==> src/rtl/delay_line_arbiter.sv <==
// Arbitrates N_REQ requesters onto one shared fixed-latency delay line and routes
// returning words back by tag. Define DLA_RR_EN for round-robin; default is fixed priority.
module delay_line_arbiter #(
  parameter int N_REQ  = 4,
  parameter int DATA_W = 8,
  parameter int DEPTH  = 2
) (
  input  logic                    clk_i,
  input  logic                    rst_i,
  input  logic [N_REQ-1:0]        req_i,
  input  logic [N_REQ*DATA_W-1:0] data_i,
  output logic [N_REQ-1:0]        gnt_o,
  input  logic                    flush_i,
  output logic                    pipe_vld_o,
  output logic [DATA_W-1:0]       pipe_data_o,
  input  logic [DATA_W-1:0]       pipe_data_i,
  output logic [N_REQ-1:0]        rsp_vld_o,
  output logic [DATA_W-1:0]       rsp_data_o,
  output logic                    busy_o
);

  localparam int IW = (N_REQ > 2) ? $clog2(N_REQ) : 1;

  logic [N_REQ-1:0]  gnt;
  logic [IW-1:0]     gnt_idx;
  logic              gnt_found;
  logic              xfer;
  logic [DATA_W-1:0] gnt_data;

  logic              pipe_vld_q;
  logic [DATA_W-1:0] pipe_data_q;
  logic [DEPTH:0]    tag_vld_q;
  logic [IW-1:0]     tag_idx_q [DEPTH+1];

`ifdef DLA_RR_EN
  logic [IW-1:0]     ptr_q;
`endif

  always_comb begin
    gnt_found = 1'b0;
    gnt_idx   = '0;
`ifdef DLA_RR_EN
    // Two ascending passes: indices above the pointer first, then the wrapped part.
    for (int unsigned k = 0; k < N_REQ; k++) begin
      if (!gnt_found && req_i[k] && (k > 32'(ptr_q))) begin
        gnt_found = 1'b1;
        gnt_idx   = IW'(k);
      end
    end
    for (int unsigned k = 0; k < N_REQ; k++) begin
      if (!gnt_found && req_i[k] && (k <= 32'(ptr_q))) begin
        gnt_found = 1'b1;
        gnt_idx   = IW'(k);
      end
    end
`else
    for (int unsigned k = 0; k < N_REQ; k++) begin
      if (!gnt_found && req_i[k]) begin
        gnt_found = 1'b1;
        gnt_idx   = IW'(k);
      end
    end
`endif
  end

  always_comb begin
    gnt      = '0;
    gnt_data = '0;
    for (int unsigned k = 0; k < N_REQ; k++) begin
      gnt[k] = gnt_found && (gnt_idx == IW'(k)) && !rst_i && !flush_i;
      if (gnt_idx == IW'(k)) begin
        gnt_data = data_i[k*DATA_W +: DATA_W];
      end
    end
  end

  assign xfer = |gnt;

  always_ff @(posedge clk_i) begin
    if (rst_i) begin
      pipe_vld_q  <= 1'b0;
      pipe_data_q <= '0;
      tag_vld_q   <= '0;
`ifdef DLA_RR_EN
      ptr_q       <= IW'(N_REQ - 1);
`endif
    end else begin
      pipe_vld_q <= xfer;
      if (xfer) begin
        pipe_data_q <= gnt_data;
      end
      tag_vld_q <= flush_i ? '0 : {tag_vld_q[DEPTH-1:0], xfer};
`ifdef DLA_RR_EN
      if (xfer) begin
        ptr_q <= gnt_idx;
      end
`endif
    end
  end

  // Tag indices only matter where the matching valid bit is set, so they need no reset.
  always_ff @(posedge clk_i) begin
    tag_idx_q[0] <= gnt_idx;
    for (int unsigned i = 1; i <= DEPTH; i++) begin
      tag_idx_q[i] <= tag_idx_q[i-1];
    end
  end

  always_comb begin
    rsp_vld_o = '0;
    for (int unsigned k = 0; k < N_REQ; k++) begin
      rsp_vld_o[k] = tag_vld_q[DEPTH] && (tag_idx_q[DEPTH] == IW'(k));
    end
  end

  assign gnt_o       = gnt;
  assign pipe_vld_o  = pipe_vld_q;
  assign pipe_data_o = pipe_data_q;
  assign rsp_data_o  = pipe_data_i;
  assign busy_o      = pipe_vld_q | (|tag_vld_q);

endmodule

==> config.mk <==
export PLATFORM = sky130hd
export DESIGN_NAME = delay_line_arbiter
export DESIGN_NICKNAME = d
export VERILOG_FILES = /design/src/rtl/delay_line_arbiter.sv
export SDC_FILE = /design/constraint.sdc
export NUM_CORES = 1
export LEC_CHECK = 0
export CAP_MARGIN = 20
export CORE_MARGIN = 2
export CORE_UTILIZATION = 29
export DETAILED_ROUTE_END_ITERATION = 10
export GPL_ROUTABILITY_DRIVEN = 0
export PLACE_DENSITY = 0.75
export SYNTH_ARGS = -nofsm -noshare
export SYNTH_HDL_FRONTEND = slang
export SYNTH_SLANG_ARGS = --single-unit
==> constraint.sdc <==
create_clock -name clk_i -period 1.1 [get_ports clk_i]
set_input_delay 0.22 -clock clk_i [delete_from_list [all_inputs] [get_ports clk_i]]
set_output_delay 0.22 -clock clk_i [all_outputs]
set_load 0.005 [all_outputs]
Word-level counts from Yosys, hierarchy flattened. Memories as Yosys holds them, arrays and structs flattened. Cells that the tools add are included.

Memory bits (writable): 6. Register bits: 12. Word-level logic and storage cells: 51. Memories kept: 1. Output and inout bits: 26.

Memories: tag_idx_q (words 3, bits a word 2, rd ports 3, clocked after memory_dff 0, wr ports 3, RTL line 33) `logic [IW-1:0] tag_idx_q [DEPTH+1];`.

Multiplexer cells: 11. Equality and inequality tests: 6. Bitwise gates (word level): 1. Reductions and logical operators: 29.

Operators with widths (count): $mux 8 (4); $logic_and 1x1->1 (19); $eq 2x2->1 const B (4); $logic_not 1->1 (5); $mux 1 (5); $eq 2x1->1 const B (2); $logic_not 2->1 (2); $mux 2 (2); $reduce_or 4->1 (1); $reduce_or 3->1 (1); $reduce_or 2->1 (1); $or 1x1->1 (1).

Logic depth before layout (Yosys ltp). Gate-level depths: netlist of run 1.

Depth in word-level cells: 15. Mapped depth: 5. Depth with buffers taken out: 4.

Least setup slack after synthesis of run 1. Ideal clock, no wire load.

Path kind: in2out. From: input port req_i[1]. To: output port gnt_o[3]. Cell stages on the path: 4. Required time: 880 ps. Buffers on the path: 1. Slack: 27 ps. Arrival time: 853 ps. Path through: buf_2 -> nor3_1 -> nand2_1 -> nor3_1.

Word-level cells in the longest chain between the ends: 12. Elaborated cells between the ends (all ways): 15. Classes of those cells: 1 x eq/ne; 6 x mux; 8 x reduce/logical.

RTL lines: from (decl) (RTL line 10) `input logic [N_REQ-1:0] req_i,`; $logic_and 1x1->1 * (RTL line 58) `if (!gnt_found && req_i[k]) begin`; $mux 1 (RTL line 58); $logic_not 1->1 (RTL line 58); $logic_and 1x1->1 (RTL line 58); $mux 1 (RTL line 58); $logic_not 1->1 (RTL line 58); $logic_and 1x1->1 (RTL line 58); $mux 2 (RTL line 58); $eq 2x2->1 (RTL line 70) `gnt[k] = gnt_found && (gnt_idx == IW'(k)) && !rst_i && !flush_i;`; $logic_and 1x1->1 * (3 in a row) (RTL line 70); to (decl) (RTL line 12) `output logic [N_REQ-1:0] gnt_o,`.

Every way passes the cells marked *; elsewhere a longest branch is shown, timed or not.

Final worst setup path of run 1.
From: register tag_vld_q[0]. To: output port busy_o.

Word-level cells in the longest chain between the ends: 2.

RTL lines: from (decl) (RTL line 32) `logic [DEPTH:0] tag_vld_q;`; from (signal assigned) (RTL line 92) `tag_vld_q <= flush_i ? '0 : {tag_vld_q[DEPTH-1:0], xfer};`; $reduce_or 3->1 (RTL line 120) `assign busy_o = pipe_vld_q | (|tag_vld_q);`; $or 1x1->1 (RTL line 120); to (decl) (RTL line 19) `output logic busy_o`.

Every way passes these cells.

==> impl_metrics.tcl, run 1 <==
set metrics [dict create \
    fmax_mhz 681 \
    peakVddDrop_mv 0.534 \
    n_antenna_cell 0 \
    layout-drive-gt1-share 0.475 \
    synth_area_sq_um 927 \
    start_kind "register" \
    dieHeight_microns 60.5 \
    cts_buffers 3 \
    stdcell_count 223 \
    max_slew_margin 0.819 \
    antenna_found_initial 0 \
    grt.overflow.total 0 \
    maxCapViolations 0 \
    nNetsFinal 228 \
    wl_per_cell_microns 14.4 \
    layout_setup_ws_ns -0.368 \
    yosysWarnings 0 \
    p_total_w 0.00155 \
    synth-seq-cells 18 \
    yosysTopAreaCellShare 0.389 \
    fp.dieArea_sq_mm 0.00367 \
    final_cell_mix "clkdlybuf4s50_1, buf_4, dfxtp_2" \
    track_usage 0.188 \
    ys_seq_area_frac 0.389 \
    status "complete, but fails checks" \
    drcViolationCount 0 \
    min_path_type "in2reg" \
    grt_max_degree 11 \
    dpl.cell_count 207 \
    async_flop_share 0 \
    cts_max_path_buffers 2 \
    clk_pin_slew_worst_paths_ns 0.10 \
    route.vias.total 1115 \
    syn_inst 107 \
    power.density_mw_per_mm2 841 \
    initial_core_util 0.304 \
    ys_types 27 \
    critPathRequiredTime_ns 0.88 \
    yosys-top-cells-area "dfxtp_1, a211o_1, o2bb2ai_1, a22oi_1, buf_4" \
    cts_tree "yes" \
    first_global_vias 1153 \
    tightest_slew_ns 0.268 \
    cp_max_fo 2 \
    crit_arrival_ns 1.25 \
    portBuffers 56 \
    cts_max_level 1 \
    ant_nets 0 \
    yosysTopAreaCell "dfxtp_1" \
    ys.flop_type "dfxtp_1" \
    drt_first_iter_violations 19 \
    drt_pass1_iterations 4 \
    insertion_delay_ns 0.28 \
    final_area_sq_mm 0.00184 \
    p_leak_nw 0.785 \
    wirelength_microns 3210 \
    placed_area_sq_mm 0.00156 \
    rows 20 \
    layout_commonest_cell "clkdlybuf4s50_1" \
    area_growth_syn_to_layout_pct 98.2 \
    period_needed_ns 1.47 \
    dp_hpwl_microns 2220 \
    syn_area_per_cell_sq_um 8.66 \
    worst_hold_slack_ns 0.244 \
    fp.coreArea_sq_mm 0.00305 \
    min_period_over_period 1.33 \
    end_kind "primary output" \
    die_w_microns 60.5 \
    setup_viol 5 \
    vias_per_cell 5.00 \
    syn-num-nets 154 \
    path_class "reg2out" \
    grt_pass1_wl_microns 5200 \
    rsz0062_at_grt "true" \
    clock-sinks 18 \
    violations "setup timing" \
    ios 73 \
    hold_viol 0 \
    finalMaxSlewViolations 0 \
    fin_skew_ns 0.000368 \
    synth_edf_count 0 \
    fill_cells 271 \
    root_buffer "clkbuf_4" \
]
==> power by group <==
part           internal [W]  total (W)  switching (W)  leakage, nW
combinational      0.000306   0.000506       0.000199        0.619
clock              0.000127   0.000319       0.000192       0.0138
sequential         0.000697   0.000721      0.0000246        0.152
total               0.00113    0.00155       0.000416        0.785
==> final cells by class <==
cell class / instances / area (sq um) / share of cell area
timing repair buffer: 82 / 744 / 0.405
sequential: 18 / 373 / 0.203
clock buffer: 3 / 22.5 / 0.0123
inverter: 8 / 30.0 / 0.0163
tap: 44 / 55.1 / 0.0300
multi-input combinational: 68 / 613 / 0.334
==> worst max-delay path: stages (launching register included) <==
cell and delay [ns]:
dfxtp_1 0.32, or4_1 0.50, buf_2 0.14
==> routing by layer <==
layer	global-route usage	up-vias	wire length [microns]
met2	0.348	39	1720
met4	0.0497	0	21
met3	0.0341	2	181
li1	-	530	-
met5	0	-	0
met1	0.224	544	1300
==> repair_timing <==
| item | CTS | global route |
|---|---|---|
| hold buffers | 0 | 0 |
| resized for setup | 111 | 27 |
| endpoints found under the setup margin | 28 | 18 |
| cloned | 1 | 0 |
| setup buffers | 13 | 3 |
| pin swaps | 10 | 4 |
==> Yosys cell counts, drive strengths merged, types with 2 or more instances <==
cell     instances
a22oi            8
nor3             5
a211o            8
nor2             7
nand2            2
and3             2
dfxtp           18
clkbuf           4
o21ai            8
inv              8
buf             10
a21oi            8
and2             3
o2bb2ai          8
==> path summary, 6_finish.rpt <==
kind              startpoint         endpoint  slack (ns)  cells past startpoint
max reg2reg   pipe_data_o[1]   pipe_data_o[1]        0.43                      2
min reg2reg  tag_idx_q[0][3]  tag_idx_q[0][5]        0.34                      0
min                 req_i[3]  tag_idx_q[0][1]        0.24                      2
max             tag_vld_q[0]           busy_o       -0.37                      2
==> through the flow <==
stage	setup WS (ns)	util	setup TNS, ns
2_1_floorplan	0.0274	-	0
3_3_place_gp	-0.764	0.511	-11.20
3_5_place_dp	-0.817	0.511	-11.74
4_1_cts	-0.383	0.574	-1.43
5_1_grt	-0.414	0.602	-1.27
6_report	-0.368	0.602	-0.826
==> logic make-up (layout without fill, tap and decap cells) <==
| family | Yosys count | after routing | share of synthesized area |
|---|---|---|---|
| flops | 18 | 18 | 0.389 |
| compound gates | 41 | 41 | 0.310 |
| simple gates | 26 | 27 | 0.175 |
| buf+inv | 22 | 93 | 0.126 |
==> flip-flops by register name, summed over array words and instances, names as in the netlist <==
register	cells
pipe_data_o	8
pipe_vld_o	1
tag_vld_q	3
tag_idx_q	6
No activity file was read; power rests on OpenSTA's default activity.
==> run 2, diff against run 1 <==
Settings changed: CAP_MARGIN 20 to 0.
==> results of run 2 <==
No change in the layout: final DEF, timing and power equal those of run 1.
==> run 3, diff against run 2 <==
Settings changed: GPL_TIMING_DRIVEN from default to 0.
==> run 3 against run 2 <==
Compared with the run above:
- combinational power fell by 5.3%
- sequential share of layout area rose by 0.35 points
- critical path type unchanged
- final cell count rose by 1.8%
- worst hold slack got worse by 0.053 ns
- the run still ends with setup timing left
- core utilization fell by 0.61 points
==> impl_metrics.tcl, run 3 (synthesis gave the netlist of run 1 again) <==
set metrics [dict create \
    ios 73 \
    initial_core_util 0.304 \
    wl_per_cell_microns 14.9 \
    max_stage_delay_ns 0.50 \
    cpMaxStageDelayCell "or4_1" \
    path_class "reg2out" \
    status "complete, but fails checks" \
    final_cell_mix "clkdlybuf4s50_1, buf_4, dfxtp_2" \
    cts_buffers 3 \
    drt_pass1_iterations 4 \
    nNetsFinal 231 \
    vias_per_cell 4.91 \
    critPathRequiredTime_ns 0.88 \
    area_growth_syn_to_layout_pct 96.2 \
    n_antenna_cell 0 \
    grt_pass1_wl_microns 5460 \
    clock-sinks 18 \
    min_period_over_period 1.35 \
    p_leak_nw 0.790 \
    violations "setup timing" \
    end_kind "primary output" \
    max_slew_margin 0.748 \
    drcViolationCount 0 \
    wirelength_microns 3390 \
    largest_reg_flops 8 \
    ctsHoldBuffers 0 \
    cts_tree "yes" \
    fp.dieArea_sq_mm 0.00367 \
    grt_max_degree 11 \
    rows 20 \
    die_w_microns 60.5 \
    layout_commonest_cell "clkdlybuf4s50_1" \
    fp.coreArea_sq_mm 0.00305 \
    finalMaxSlewViolations 0 \
    clk_pin_slew_worst_paths_ns 0.10 \
    route.vias.total 1114 \
    hold_viol 0 \
    min_path_type "in2reg" \
    final_util 0.596 \
    path_cells "or4_1 -> buf_2" \
    cts_max_level 1 \
    grt.overflow.total 0 \
    dp_hpwl_microns 2440 \
    maxCapViolations 0 \
    root_buffer "clkbuf_4" \
    insertion_delay_ns 0.31 \
    cp_max_fo 2 \
    peakVddDrop_mv 0.632 \
    drt_first_iter_violations 31 \
    layout-drive-gt1-share 0.432 \
    tightest_slew_ns 0.376 \
    fin_skew_ns 0.000730 \
    layout_setup_ws_ns -0.389 \
    tns_ns -1.37 \
    rsz0062_at_grt "true" \
    power.density_mw_per_mm2 890 \
    period_needed_ns 1.49 \
    setup_viol 6 \
    antenna_found_initial 0 \
    track_usage 0.201 \
    first_global_vias 1180 \
    crit_arrival_ns 1.27 \
    fmax_mhz 672 \
    cts_max_path_buffers 2 \
    start_kind "register" \
    ant_nets 0 \
    portBuffers 64 \
    dieHeight_microns 60.5 \
]
[run 3: area by class of cell]
class	instances	area, sq um
fill	288	1230
timing repair buffer	73	659
multi-input combinational	67	544
sequential	18	375
buffer	13	119
tap	44	55.1
clock buffer	4	36.3
inverter	8	30.0
[run 3: metrics by stage]
stage / power (W) / worst slack [ns] / hold WS (ns) / area [sq um] / cells
2_1_floorplan: 0.000878 / 0.0274 / 0.297 / 927 / 107
3_3_place_gp: 0.00114 / -1.15 / 0.310 / 1620 / 215
3_5_place_dp: 0.00116 / -1.17 / 0.315 / 1620 / 215
4_1_cts: 0.00160 / -0.378 / 0.205 / 1810 / 226
5_1_grt: 0.00169 / -0.445 / 0.206 / 1820 / 227
6_report: 0.00162 / -0.389 / 0.191 / 1820 / 227
[run 3: path summary, 6_finish.rpt]
path	start	endpoint	slack [ns]	depth (start not counted)
setup / recovery	tag_vld_q[0]	busy_o	-0.39	2
hold / removal	rst_i	tag_vld_q[0]	0.19	2
setup reg to reg	pipe_data_o[5]	pipe_data_o[5]	0.53	1
hold reg to reg	tag_idx_q[0][3]	tag_idx_q[0][5]	0.33	0
[run 3: report_power, final]
group,leakage (nW),internal (W),total [W],switching (W)
Sequential,0.153,0.000697,0.000719,0.0000218
Combinational,0.616,0.000294,0.000479,0.000185
Clock,0.0210,0.000203,0.000422,0.000219
Total,0.790,0.00119,0.00162,0.000426
[run 3: timing repair]
item,CTS,global route
setup buffers,8,1
gates resized for setup,125,23
pin swaps,7,1
setup endpoints to repair,30,19
[run 3: worst max-delay path, delay by kind of cell (launching register included)]
kind / cells / cell delay (ns)
buffers and inverters: 1 / 0.14
flip-flops: 1 / 0.32
AND/OR/NAND/NOR: 1 / 0.50
[run 3: layer usage]
layer  vias to the layer above  GRT usage  wire length (microns)
li1                        532          -                      -
met1                       523      0.220                   1270
met2                        53      0.371                   1800
met3                         6     0.0661                    265
met4                         0     0.0559                     54
met5                         -          0                      0
